--- config.mk ---
export PLATFORM = sky130hd
export DESIGN_NAME = button_conditioner_flat
export DESIGN_NICKNAME = d
export VERILOG_FILES = /design/src/rtl/button_conditioner_if.sv /design/src/rtl/button_conditioner.sv /design/src/flat_wrapper.sv
export SDC_FILE = /design/constraint.sdc
export NUM_CORES = 1
export LEC_CHECK = 0
export CAP_MARGIN = 10
export CORE_MARGIN = 2
export CORE_UTILIZATION = 40
export CTS_BUF_LIST = sky130_fd_sc_hd__clkbuf_2 sky130_fd_sc_hd__clkbuf_4 sky130_fd_sc_hd__clkbuf_8
export CTS_CLUSTER_DIAMETER = 50
export DETAILED_ROUTE_END_ITERATION = 8
export PLACE_DENSITY_LB_ADDON = 0.12
export SYNTH_ARGS = -nofsm -noshare
export SYNTH_HDL_FRONTEND = slang
export SYNTH_SLANG_ARGS = --single-unit
--- constraint.sdc ---
create_clock -name clk -period 3.3 [get_ports clk]
set_clock_uncertainty 0.05 [all_clocks]
set_input_delay 0.495 -clock clk [delete_from_list [all_inputs] [get_ports clk]]
set_output_delay 0.495 -clock clk [all_outputs]
set_load 0.1 [all_outputs]
--- src/rtl/button_conditioner_if.sv ---
// Button bus between the raw pushbutton pins and the game core.
// The conditioner sits on the slave side. The core and pin logic sit on the master side.
interface button_conditioner_if #(
    parameter int unsigned NUM_BTN = 4
);
    logic               clear;
    logic [NUM_BTN-1:0] button_raw;
    logic [NUM_BTN-1:0] level;
    logic [NUM_BTN-1:0] pressed;
    logic [NUM_BTN-1:0] released;
    logic [NUM_BTN-1:0] repeat_p;
    logic               any_pressed;

    modport master (
        output clear,
        output button_raw,
        input  level,
        input  pressed,
        input  released,
        input  repeat_p,
        input  any_pressed
    );

    modport slave (
        input  clear,
        input  button_raw,
        output level,
        output pressed,
        output released,
        output repeat_p,
        output any_pressed
    );
endinterface

--- src/rtl/button_conditioner.sv ---
// Per-button synchronizer, debounce filter and edge/hold-repeat pulse generator.
// Every channel is independent. All outputs are registered.
module button_conditioner #(
    parameter int unsigned NUM_BTN       = 4,
    parameter int unsigned DB_LIMIT      = 50000,
    parameter int unsigned CNT_W         = 16,
    parameter int unsigned REPEAT_DELAY  = 40000,
    parameter int unsigned REPEAT_PERIOD = 10000,
    parameter int unsigned REPEAT_EN     = 1
) (
    input logic                 clk,
    input logic                 rst,
    button_conditioner_if.slave btn
);
    localparam logic [CNT_W-1:0] DB_LAST  = CNT_W'(DB_LIMIT - 1);
    localparam logic [CNT_W-1:0] DLY_LOAD = CNT_W'(REPEAT_DELAY - 1);
    localparam logic [CNT_W-1:0] PER_LOAD = CNT_W'(REPEAT_PERIOD - 1);
    localparam logic             REP_ON   = (REPEAT_EN != 0);

    logic [NUM_BTN-1:0] press_next;
    logic               any_q;

    for (genvar g = 0; g < NUM_BTN; g++) begin : g_ch
        logic             s1, s2;
        logic             lvl_q, prs_q, rel_q, rep_q;
        logic [CNT_W-1:0] db_q, rc_q;
        logic             lvl_d, prs_d, rel_d, rep_d;
        logic [CNT_W-1:0] db_d, rc_d;

        always_comb begin
            lvl_d = lvl_q;
            prs_d = 1'b0;
            rel_d = 1'b0;
            rep_d = 1'b0;
            db_d  = db_q;
            rc_d  = rc_q;
            if (btn.clear) begin
                // Adopt the synchronized level silently and restart the repeat delay.
                lvl_d = s2;
                db_d  = '0;
                rc_d  = DLY_LOAD;
            end else if (s2 != lvl_q && db_q == DB_LAST) begin
                lvl_d = s2;
                db_d  = '0;
                prs_d = s2;
                rel_d = ~s2;
                rc_d  = s2 ? DLY_LOAD : '0;
            end else begin
                db_d = (s2 == lvl_q) ? '0 : db_q + 1'b1;
                // The accepted-change branch above has priority, so a repeat never lands on a press or release.
                if (!lvl_q) begin
                    rc_d = '0;
                end else if (rc_q != '0) begin
                    rc_d = rc_q - 1'b1;
                end else begin
                    rep_d = REP_ON;
                    rc_d  = PER_LOAD;
                end
            end
        end

        always_ff @(posedge clk) begin
            if (rst) begin
                s1    <= 1'b0;
                s2    <= 1'b0;
                lvl_q <= 1'b0;
                prs_q <= 1'b0;
                rel_q <= 1'b0;
                rep_q <= 1'b0;
                db_q  <= '0;
                rc_q  <= '0;
            end else begin
                s1    <= btn.button_raw[g];
                s2    <= s1;
                lvl_q <= lvl_d;
                prs_q <= prs_d;
                rel_q <= rel_d;
                rep_q <= rep_d;
                db_q  <= db_d;
                rc_q  <= rc_d;
            end
        end

        assign btn.level[g]    = lvl_q;
        assign btn.pressed[g]  = prs_q;
        assign btn.released[g] = rel_q;
        assign btn.repeat_p[g] = rep_q;
        assign press_next[g]   = prs_d;
    end

    always_ff @(posedge clk) begin
        if (rst) begin
            any_q <= 1'b0;
        end else begin
            any_q <= |press_next;
        end
    end

    assign btn.any_pressed = any_q;
endmodule

--- src/flat_wrapper.sv ---
// flat-port wrapper written by rule: the top's interface ports become plain ports
module button_conditioner_flat 
#(
    parameter int unsigned NUM_BTN       = 4,
    parameter int unsigned DB_LIMIT      = 50000,
    parameter int unsigned CNT_W         = 16,
    parameter int unsigned REPEAT_DELAY  = 40000,
    parameter int unsigned REPEAT_PERIOD = 10000,
    parameter int unsigned REPEAT_EN     = 1
)
  (clk, rst, btn_clear, btn_button_raw, btn_level, btn_pressed, btn_released, btn_repeat_p, btn_any_pressed);
  button_conditioner_if #(.NUM_BTN(NUM_BTN)) btn_i ();
  input logic clk;
  input logic rst;
  input wire logic [$bits(btn_i.clear)-1:0] btn_clear;
  input wire logic [$bits(btn_i.button_raw)-1:0] btn_button_raw;
  output wire logic [$bits(btn_i.level)-1:0] btn_level;
  output wire logic [$bits(btn_i.pressed)-1:0] btn_pressed;
  output wire logic [$bits(btn_i.released)-1:0] btn_released;
  output wire logic [$bits(btn_i.repeat_p)-1:0] btn_repeat_p;
  output wire logic [$bits(btn_i.any_pressed)-1:0] btn_any_pressed;
  assign btn_i.clear = btn_clear;
  assign btn_i.button_raw = btn_button_raw;
  assign btn_level = btn_i.level;
  assign btn_pressed = btn_i.pressed;
  assign btn_released = btn_i.released;
  assign btn_repeat_p = btn_i.repeat_p;
  assign btn_any_pressed = btn_i.any_pressed;
  button_conditioner #(.NUM_BTN(NUM_BTN), .DB_LIMIT(DB_LIMIT), .CNT_W(CNT_W), .REPEAT_DELAY(REPEAT_DELAY), .REPEAT_PERIOD(REPEAT_PERIOD), .REPEAT_EN(REPEAT_EN)) u_core (.clk(clk), .rst(rst), .btn(btn_i));
endmodule
Word-level counts from Yosys, hierarchy flattened
Index checks and enable logic that the tools add are counted.

word-level totals
  bits in latches = 0
  RAM bits = 0
  input bits = 7
  output and inout bits = 17
  word-level logic and storage cells = 135
  memories = 0
  bits in read-only memories = 0
  flip-flop bits (word level) = 153

operators by class
  $add $sub $neg = 8
  multiply operators = 0
  reduce and logical (&&, ||, !) cells = 26
  div/mod/pow operators = 0
  order comparisons = 0
  muxes and demuxes = 40
  shift-type cells = 0
  bitwise gates (word level) = 12
  eq/ne operators = 12

operators by type and width
  cell                                                                  number
  16-bit 2-to-1 mux                                                     20
  16-bit by 1-bit adder with 16-bit output, second input constant       4
  16-bit equality test, second input constant                           4
  16-bit nonzero test                                                   4
  16-bit by 1-bit subtractor with 16-bit output, second input constant  4
  4-bit OR reduction                                                    9
  1-bit 2-to-1 mux                                                      20
  1-bit NOT                                                             12
  3-bit OR reduction                                                    4
  2-bit nonzero test                                                    4
  1-bit equality test                                                   4
  1-bit logical AND                                                     4
  1-bit != test                                                         4
  2-bit OR reduction                                                    1

Longest topological paths before layout
  depth after elaboration = 5
  depth in mapped cells = 8
  mapped depth without buffers = 7

Worst setup path before layout
Ideal clock, no wire load.

  path kind = in2reg
  start point = input btn_clear
  end point = register u_core.g_ch[3].db_q[10]
  arrival = 1.843 ns
  setup time = 0.064 ns
  slack = 1.343 ns
  path buffers = 4
  data required time = 3.186 ns
  stages = 7
  cells stage by stage = clkbuf_1 > or2_2 > clkbuf_1 > or3_1 > buf_2 > buf_4 > nor2_1

between the ends
  cells in the longest elaborated chain, start to end = 1

RTL lines
  element                              RTL line                  text
  from (decl)                          flat_wrapper.sv:15        input wire logic [$bits(btn_i.clear)-1:0] btn_clear;
  4-bit OR reduction (no source line)  --
  to (signal assigned)                 button_conditioner.sv:70  db_q <= '0;
  to (signal assigned)                 button_conditioner.sv:79  db_q <= db_d;
  to (decl)                            button_conditioner.sv:26  logic [CNT_W-1:0] db_q, rc_q;

Every way passes these cells.
A chain may end at the register's enable or synchronous reset.

Worst setup path after layout
  start point = register u_core.g_ch[0].rel_q
  end point = output btn_released[0]

RTL lines
  element                 RTL line                  text
  from (decl)             button_conditioner.sv:25  logic lvl_q, prs_q, rel_q, rep_q;
  from (signal assigned)  button_conditioner.sv:77  rel_q <= rel_d;
  to (decl)               flat_wrapper.sv:19        output wire logic [$bits(btn_i.released)-1:0] btn_released;

No word-level cell between the ends.

==> impl_results.md <==
- Critical Path AT: 1940 ps
- Syn Inst Count: 768
- Post-synth top flop: dfxtp_1
- Startpoint types: flop
- Routed Antenna Nets: 0
- # fillers: 1,696
- Reg clk slew, reported paths: 80 ps
- Hpwl dp: 10,310 um
- Synth Cell Area: 6939 sq um
- Drt wl/cell: 13.88 um
- Vias after detailed routing: 5,261
- CP cell instances: clkdlybuf4s50_1
- Critical Path RT: 2750 ps
- CTS tree: built
- Die width: 135.7 um
- Hold_buf cts: 0
- PostCTS Resize Cnt: 0
- Worst vdd ir: 0.2583 mV
- Synth top area cells: dfxtp_1 44%, xor2_1 6.6%, xnor2_1 6.4%
- Total gr overflow: 0
- IO Pins: 24
- Vias in the first global route: 5,034
- Critical Path Slowest Stage Cell: clkdlybuf4s50_1
- Total global routing track utilization: 16.02%
- HP Class: flop to flop
- Minimum clock period: 2486 ps
- Leakage: 2.629 nW
- Crit path max-delay family: buffers and inverters
- Drt drc: 0
- Max-slew violation count: 0
- Critical Path Max Stage Delay: 1140 ps
- Synth cell count leaders: 153 x dfxtp_1, 114 x nor2_1, 52 x xor2_1
- Setup TNS: 0 ps
- Number of synthesized flops with an enable pin: 0
- Port bufs: 23
- Slew HR: 33.30%
- Post-CTS setup buffer count: 0
- Vias per cell: 5.158
- Antenna violations before repair: 0
- Post-Route WL: 14,160 um
- H-tree level count: 4
- Pwr dens: 495.3 nW/um^2
- Period utilisation layout: 75.33%
- Largest net degree at the start of global routing: 33
- Die area: 18,420 sq um
- RSZ-0062 raised after global routing: false
- Nets@finish: 801
- Worst Setup End Kind: output port
- Synth cell types: 70
- Status: completed
- Maximum root-to-sink buffer count: 2
- Count leader, synth: dfxtp_1
- Asr flop ratio synth: 0%
- Final setup violation count: 0
- Clk root buf: clkbuf_8
- Synth top area share: 44.14%
- Number of clock buffers inserted by TritonCTS: 17
- Number of max-cap violations: 0
- Area growth from synthesis to layout: 11.27%
- Slew at the pin with the worst max-slew slack: 997.4 ps
- Post-Syn Nets: 787
- CTS sink count: 153
- Initial DRC Count: 254
- First-pass GRT wire length: 23,650 um
- Post-synthesis sequential area ratio: 44.14%
- Setup CP Type: flop to output port
- # diodes: 0
- Utilization after layout: 45.11%
- Clk_lat worst skew: 450 ps
- Number of synthesized register bits: 153
- Crit path max fanout: 1
- Syn avg cell area: 9.035 sq um
- GP Congestion: 0.7979
- Placement Rows: 48
- Die Y: 135.7 um
- Crit path buf inv count: 1
- Core footprint: 17,120 sq um
- Drt pass-1 iters: 4
- Yosys warnings: 0
- Max Clk Rate: 402.3 MHz
- Cell taking the most area after synthesis: dfxtp_1
- Initial Utilization: 40.54%
- Final Hold Viols: 0
- Share of cells above drive strength 1: 8.553%
## path summary, 6_finish.rpt
path / startpoint / to / slack, ps / cells past startpoint
setup / recovery: u_core.g_ch[0].rel_q / btn_released[0] / 810 / 1
hold / removal: u_core.g_ch[2].s1 / u_core.g_ch[2].s2 / 390 / 1
hold reg to reg: u_core.g_ch[2].s1 / u_core.g_ch[2].s2 / 390 / 1
setup reg to reg: u_core.g_ch[2].db_q[0] / u_core.g_ch[2].rc_q[4] / 1180 / 6
## kinds of logic after synthesis
family,Yosys count,synth area share (%)
simple gates,343,27.53
xor+xnor,103,13.00
buf+inv,53,4.093
compound gates,103,8.926
flops,153,44.14
fa+ha+maj,12,2.164
mux,1,0.1443
## flip-flops by register name, indices dropped and copies added (netlist names)
signal and cells:
u_core.g_ch.rep_q 4, u_core.btn.any_pressed 1, u_core.g_ch.rc_q 64, u_core.g_ch.db_q 64, u_core.g_ch.lvl_q 4, u_core.g_ch.prs_q 4
u_core.g_ch.rel_q 4, u_core.g_ch.s1 4, u_core.g_ch.s2 4
## report_power, final
group	total, mW	internal, mW	switching, mW
Clock	1.63	0.938	0.697
Combinational	0.268	0.113	0.155
Sequential	1.92	1.88	0.0399
## routing by layer
metal	vias to the layer above	wire length [um]	GRT usage, %	part of all wire, %
met5	-	0	0	0
met3	15	423	4.115	3.0
met2	54	6782	26.91	48
li1	2678	-	-	-
met1	2514	6743	19.81	48
met4	0	207	5.845	1.5
## placed cells by master (no fill, tap or decap), drive strengths merged, types with 6 or more instances in the layout
cell type,n
or4,7
ha,12
nand2,46
nand4,18
o21ai,42
and4,6
nor4,22
clkdlybuf4s50,19
nor2,116
dfxtp,153
and3,12
nand3,35
inv,23
a21oi,30
xor2,52
nor4b,8
buf,7
nor3,20
clkbuf,21
xnor2,51
nor2b,12
## final cells by class
class	instances	area, sq um	share of cell area [%]
Multi-Input combinational cell	562	3592	46.52
Sequential cell	153	3063	39.67
Tap cell	225	281.5	3.646
Clock buffer	21	264.0	3.419
Timing Repair Buffer	26	242.7	3.144
Clock inverter	11	195.2	2.528
Inverter	22	82.58	1.070
## metrics by stage
| stage | instance area [sq um] | worst slack [ps] | total power, mW | hold slack, ps | std cells |
|---|---|---|---|---|---|
| finish | 7721 | 814.1 | 3.825 | 390.9 | 1020 |
| global route | 7721 | 753.4 | 3.990 | 404.1 | 1020 |
| CTS | 7721 | 782.8 | 3.873 | 390.7 | 1020 |
| detailed placement | 7262 | 641.4 | 2.232 | 371.2 | 988 |
| global placement | 7262 | 738.3 | 2.226 | 367.9 | 988 |
| floorplan | 6939 | 1343 | 2.171 | 363.8 | 768 |
(Power assumes the default switching activity.)
